`src/rtl/rsa_two_power_mod_multistep.sv`:
```
// 2^P mod N by repeated modular doubling, STEP doublings chained per RUN cycle.
// One job in flight; the result is held in DONE until the consumer takes it.
module rsa_two_power_mod_multistep #(
  parameter int WIDTH     = 256,
  parameter int PWR_WIDTH = 32,
  parameter int STEP      = 2
) (
  input  logic                 clk,
  input  logic                 rst,
  input  logic                 i_valid,
  output logic                 i_ready,
  input  logic [PWR_WIDTH-1:0] i_power,
  input  logic [WIDTH-1:0]     i_modulus,
  output logic                 o_valid,
  input  logic                 o_ready,
  output logic [WIDTH-1:0]     o_result,
  output logic                 o_err
);

  typedef enum logic [1:0] {IDLE, RUN, DONE} state_t;

  state_t               state, state_nxt;
  logic [WIDTH-1:0]     n_q, n_nxt, acc_q, acc_nxt, acc_step;
  logic [PWR_WIDTH-1:0] rem_q, rem_nxt, k;
  logic                 err_q, err_nxt;
  logic [WIDTH:0]       t;

  // Chain of up to STEP doublings; acc < N always, so one conditional subtract suffices.
  always_comb begin
    acc_step = acc_q;
    t        = '0;
    for (int i = 0; i < STEP; i++) begin
      if (rem_q > PWR_WIDTH'(i)) begin
        t = {acc_step, 1'b0};
        if (t >= {1'b0, n_q}) t = t - {1'b0, n_q};
        acc_step = t[WIDTH-1:0];
      end
    end
  end

  assign k = (rem_q > PWR_WIDTH'(STEP)) ? PWR_WIDTH'(STEP) : rem_q;

  always_comb begin
    state_nxt = state;
    n_nxt     = n_q;
    rem_nxt   = rem_q;
    acc_nxt   = acc_q;
    err_nxt   = err_q;
    case (state)
      IDLE: begin
        if (i_valid) begin
          n_nxt   = i_modulus;
          rem_nxt = i_power;
          err_nxt = 1'b0;
          acc_nxt = (i_modulus == WIDTH'(1)) ? '0 : WIDTH'(1);
          if (i_modulus == '0) begin
            err_nxt   = 1'b1;
            acc_nxt   = '0;
            state_nxt = DONE;
          end else if (i_power == '0) begin
            state_nxt = DONE;
          end else begin
            state_nxt = RUN;
          end
        end
      end
      RUN: begin
        acc_nxt = acc_step;
        rem_nxt = rem_q - k;
        if (rem_q == k) state_nxt = DONE;
      end
      DONE: begin
        if (o_ready) state_nxt = IDLE;
      end
      default: state_nxt = IDLE;
    endcase
  end

  always_ff @(posedge clk or negedge rst) begin
    if (!rst) begin
      state <= IDLE;
      n_q   <= '0;
      rem_q <= '0;
      acc_q <= '0;
      err_q <= 1'b0;
    end else begin
      state <= state_nxt;
      n_q   <= n_nxt;
      rem_q <= rem_nxt;
      acc_q <= acc_nxt;
      err_q <= err_nxt;
    end
  end

  assign i_ready  = (state == IDLE);
  assign o_valid  = (state == DONE);
  assign o_result = acc_q;
  assign o_err    = err_q;

endmodule

```
`config.mk`:
```
export PLATFORM = sky130hd
export DESIGN_NAME = rsa_two_power_mod_multistep
export DESIGN_NICKNAME = d
export VERILOG_FILES = /design/src/rtl/rsa_two_power_mod_multistep.sv
export SDC_FILE = /design/constraint.sdc
export NUM_CORES = 2
export LEC_CHECK = 0
export ABC_CLOCK_PERIOD_IN_PS = 14100
export CORE_ASPECT_RATIO = 2
export CORE_MARGIN = 5
export CORE_UTILIZATION = 65
export CTS_CLUSTER_SIZE = 28
export DETAILED_ROUTE_END_ITERATION = 6
export GPL_ROUTABILITY_DRIVEN = 0
export PLACE_DENSITY = 0.95
export SYNTH_ARGS = -nofsm -noshare
export SYNTH_HDL_FRONTEND = slang
export SYNTH_SLANG_ARGS = --single-unit
```
`constraint.sdc`:
```
create_clock -name clk -period 14.1 [get_ports clk]
set_input_delay 2.82 -clock clk [delete_from_list [all_inputs] [get_ports clk]]
set_output_delay 2.82 -clock clk [all_outputs]
set_load 0.01 [all_outputs]
```
==> results of run 1 <==
-- Yosys cell counts, types with 41 or more instances --
master,n
and3_1,41
nor3_1,166
a21boi_0,54
nor2_1,980
o211ai_1,77
xor2_1,197
a21oi_1,1310
nand3_1,153
dfrtp_1,547
or3_1,51
clkbuf_1,483
o21ai_0,1250
nand4_1,341
o21a_1,84
inv_1,489
a31oi_1,72
o21ai_1,147
o31ai_1,76
o21bai_1,186
nand2b_1,58
buf_2,98
a21o_1,152
ha_1,513
a211oi_1,173
xnor2_1,291
mux2i_1,45
nand2_1,1409
nor4_1,124
-- per-layer routing --
layer	global-route usage	overflow
met5	0.355	7
met4	0.741	516
met3	0.597	61
met2	0.900	1100
met1	0.708	25
-- through the flow --
stage / cells / setup slack, ps / utilization / instance area (sq um)
3_3_place_gp: 11509 / 2540 / 0.705 / 73900
4_1_cts: 11609 / 2090 / 0.723 / 75900
2_1_floorplan: 10178 / 6700 / - / 68600
3_5_place_dp: 11509 / 2190 / 0.705 / 73900
-- cell families after synthesis --
| kind of cell | after synthesis | share of synthesized area |
|---|---|---|
| AO/OA/AOI/OAI | 3924 | 0.339 |
| AND/OR/NAND/NOR | 3508 | 0.230 |
| buffers and inverters | 1140 | 0.0668 |
| flip-flops | 547 | 0.199 |
| adder cells (fa/ha/maj) | 515 | 0.0941 |
| XOR/XNOR | 488 | 0.0623 |
| multiplexers | 55 | 0.00837 |
| other | 1 | 0.0000546 |
==> results.py, run 1 <==
metrics = {
    "global_routing": {
        "grt_pass1_vias": 96407,
        "grt-ovfl-total": 1709,
        "grt_pass1_wl_mm": 647,
        "grtUsageTotal": 0.735,
        "grt_max_degree": 209,
    },
    "synthesis": {
        "synth_warnings": 0,
        "yosysUniqueCellTypes": 112,
        "synth_cells": 10178,
        "synthFlopType": "dfrtp_1",
        "synth-seq-cells": 547,
        "async_reset_ff_frac": 1.00,
        "ys_seq_area_frac": 0.199,
        "synthTopCellsByArea": "dfrtp_1 20%, a21oi_1 9.6%, ha_1 9.4%",
        "syn-mean-instance-area_sq_um": 6.74,
        "yosysTopAreaCellShare": 0.199,
        "synth_edf_count": 0,
        "yosysTopAreaCell": "dfrtp_1",
        "syn_nets": 10985,
        "syn_area_sq_um": 68600,
    },
    "place": {
        "port_buffers": 550,
        "dp.final_hpwl_mm": 272,
    },
    "floorplanning": {
        "io_pins": 551,
        "dieHeight_um": 470,
        "fp-row-count": 168,
        "initial_core_util": 0.654,
        "die_w_um": 240,
    },
    "outcome": {
        "error_message": "[ERROR GRT-0116] Global routing finished with congestion. Check the congestion regions in the DRC Viewer.",
        "status": "did not finish",
        "haltStage": "global routing",
    },
    "clock_tree": {
        "cts_root_buf": "clkbuf_16",
        "cts_resized": 0,
        "cts_buffers": 54,
        "hold_buffers": 0,
        "cts.sinks": 547,
        "h-tree-depth": 2,
        "postCtsSetupRepairBufs": 0,
        "clockBufferDepth": 3,
    },
}
==> run 2: changes to the inputs <==
--- a/config.mk
+++ b/config.mk
@@ -6,13 +6,11 @@
 export NUM_CORES = 2
 export LEC_CHECK = 0
 export ABC_CLOCK_PERIOD_IN_PS = 14100
-export CORE_ASPECT_RATIO = 2
 export CORE_MARGIN = 5
-export CORE_UTILIZATION = 65
-export CTS_CLUSTER_SIZE = 28
+export CORE_UTILIZATION = 40
 export DETAILED_ROUTE_END_ITERATION = 6
 export GPL_ROUTABILITY_DRIVEN = 0
-export PLACE_DENSITY = 0.95
+export PLACE_DENSITY_LB_ADDON = 0.15
 export SYNTH_ARGS = -nofsm -noshare
 export SYNTH_HDL_FRONTEND = slang
 export SYNTH_SLANG_ARGS = --single-unit
==> run 2 against run 1 <==
Synthesized cell count stayed put. The flow now finishes, with violations (DRC). Area after synthesis unchanged.
==> results.py, run 2 <==
metrics = {
    "synthesis": {
        "syn_nets": 10985,
        "yosysTopAreaCell": "dfrtp_1",
        "syn_area_sq_um": 68600,
        "yosysTopAreaCellShare": 0.199,
        "synth_cells": 10178,
        "synthFlopType": "dfrtp_1",
        "synth_edf_count": 0,
        "synth_warnings": 0,
        "synthTopCellsByArea": "dfrtp_1 20%, a21oi_1 9.6%, ha_1 9.4%",
        "synthTopCellsByCount": "1409 x nand2_1, 1310 x a21oi_1, 1250 x o21ai_0, 980 x nor2_1, 547 x dfrtp_1",
        "synth-seq-cells": 547,
        "yosysMostFrequentCell": "nand2_1",
        "async_reset_ff_frac": 1.00,
        "ys_seq_area_frac": 0.199,
        "yosysUniqueCellTypes": 112,
        "syn-mean-instance-area_sq_um": 6.74,
    },
    "global_routing": {
        "grt-ovfl-total": 0,
        "antenna_found_initial": 7,
        "grtUsageTotal": 0.364,
        "use_met1": 0.466,
        "grt_pass1_wl_mm": 499,
        "grt_pass1_vias": 74853,
        "top_usage_layer": "met2",
        "grt.met2_usage": 0.519,
        "met3_usage": 0.104,
        "grt_max_degree": 180,
    },
    "hold_path": {
        "holdCritPathClass": "reg -> reg",
    },
    "critical_path": {
        "start_kind": "flop",
        "cp_common_cell": "buf_4",
        "worstPathMaxFanout": 25,
        "crit_path_max_incr_delay_ps": 910,
        "worst_ep_arrival_time_ps": 12360,
        "critPathKind": "reg -> reg",
        "slowest_stage": "a31oi_1",
        "required_ps": 14730,
        "cp-end-kind": "flop",
    },
    "floorplanning": {
        "fp-row-count": 152,
        "die_w_um": 424,
        "io_pins": 551,
        "coreArea_sq_um": 171000,
        "dieHeight_um": 424,
        "dieArea_sq_um": 180000,
        "initial_core_util": 0.401,
    },
    "final_layout": {
        "fin_util": 0.455,
        "final_cell_mix": "1406 x nand2_1, 1310 x a21oi_1, 1249 x o21ai_0, 976 x nor2_1, 549 x clkdlybuf4s50_1",
        "area_growth_pct": 13.5,
        "drive_above_1_share": 0.0352,
        "final_area_sq_um": 77900,
        "final_common_cell": "nand2_1",
        "nNetsFinal": 11053,
    },
    "clock_tree": {
        "hold_buffers": 0,
        "cts.clk_slew.worst_paths_ps": 60,
        "clkLatencyLatePin_ps": 750,
        "postCtsSetupRepairBufs": 0,
        "cts_tree": "built",
        "cts_resized": 0,
        "cts.sinks": 547,
        "cts_buffers": 74,
        "h-tree-depth": 3,
        "cts_root_buf": "clkbuf_16",
        "clockBufferDepth": 3,
    },
    "outcome": {
        "status": "complete, but fails checks",
        "violations": "DRC",
    },
    "timing": {
        "setup_viol": 0,
        "slew_viol_final": 0,
        "setup_tns_ps": 0,
        "fin_crit_ps": 11730,
        "clock.fmax_mhz": 85.3,
        "rsz0062_at_grt": "no",
        "finalHoldViolCount": 0,
        "hold_ws_ps": 492,
        "finClkSkew_ps": 72.9,
        "period_share": 0.832,
        "worst_pin_slew_ps": 1420,
        "relSlewSlack": 0.0491,
    },
    "detailed_routing": {
        "wirelength_mm": 346,
        "drtPass1Iterations": 7,
        "num_vias": 82175,
        "avgViaCountPerCell": 6.56,
        "drtIter0Drc": 10861,
        "wire_per_inst_um": 27.6,
        "drc": 21,
        "drtAntennaViolNets": 0,
    },
    "flow_run": {
        "max-cap-violations": 0,
    },
    "place": {
        "place_area_sq_um": 75200,
        "port_buffers": 550,
        "dp.final_hpwl_mm": 278,
    },
}
-- run 2: cell counts after synthesis --
No cell type changed its count.
-- run 2: worst paths after layout --
path	start	to	slack, ps	cells after the start
min in group asynchronous	rst	n_q[44]$_DFFE_PN0P_	2100	1
worst min register to register	rem_q[30]$_DFFE_PN0P_	rem_q[30]$_DFFE_PN0P_	490	1
worst max register to register	o_result[95]$_DFFE_PN0P_	o_result[130]$_DFFE_PN0P_	2370	31
max in group asynchronous	rst	n_q[180]$_DFFE_PN0P_	9780	3
worst max-delay path	o_result[95]$_DFFE_PN0P_	o_result[130]$_DFFE_PN0P_	2370	31
worst min-delay path	rem_q[30]$_DFFE_PN0P_	rem_q[30]$_DFFE_PN0P_	490	1
-- run 2: routing by layer --
layer  vias up  share of wire  wire, um
met1     38358           0.38    133000
met5         -              0         0
met2      5614           0.39    136000
met3      1302           0.12     43100
met4         0          0.097     33500
li1      36901              -         -
-- run 2: logic make-up (layout without fill, tap and decap cells) --
kind of cell	Yosys count	count (layout)	synth area share
fa+ha+maj	515	515	0.0941
simple gates	3508	3508	0.230
flops	547	547	0.199
compound gates	3924	3924	0.339
xor+xnor	488	488	0.0623
buf+inv	1140	1262	0.0668
mux	55	55	0.00837
other cells	1	2	0.0000546
-- run 2: critical path: cells and delay by family, from the launching register on --
family | cells | cell delay, ps
flip-flops | 1 | 430
adder cells (fa/ha/maj) | 2 | 980
AND/OR/NAND/NOR | 10 | 3380
AO/OA/AOI/OAI | 14 | 5210
buffers and inverters | 5 | 1510
-- run 2: layout make-up --
type | instances | area [sq um]
clock inverters | 33 | 572
well taps | 2233 | 2790
diodes | 1 | 2.50
fillers | 17684 | 93300
multi-input cells | 8491 | 50500
repair buffers | 642 | 6340
inverters | 490 | 1840
flip-flops and latches | 547 | 13700
clock buffers | 97 | 2100
-- run 2: metrics by stage --
stage               std cells  worst slack (ps)
global placement        12402              3170
detailed placement      12402              3230
finish                  12534              2370
CTS                     12532              3180
floorplan               10178              6700
global route            12533              2400
Power of run 2 is left out: the tool's default activity adds up to more than one toggle a clock period on the data nets, which glitch-free logic cannot reach.
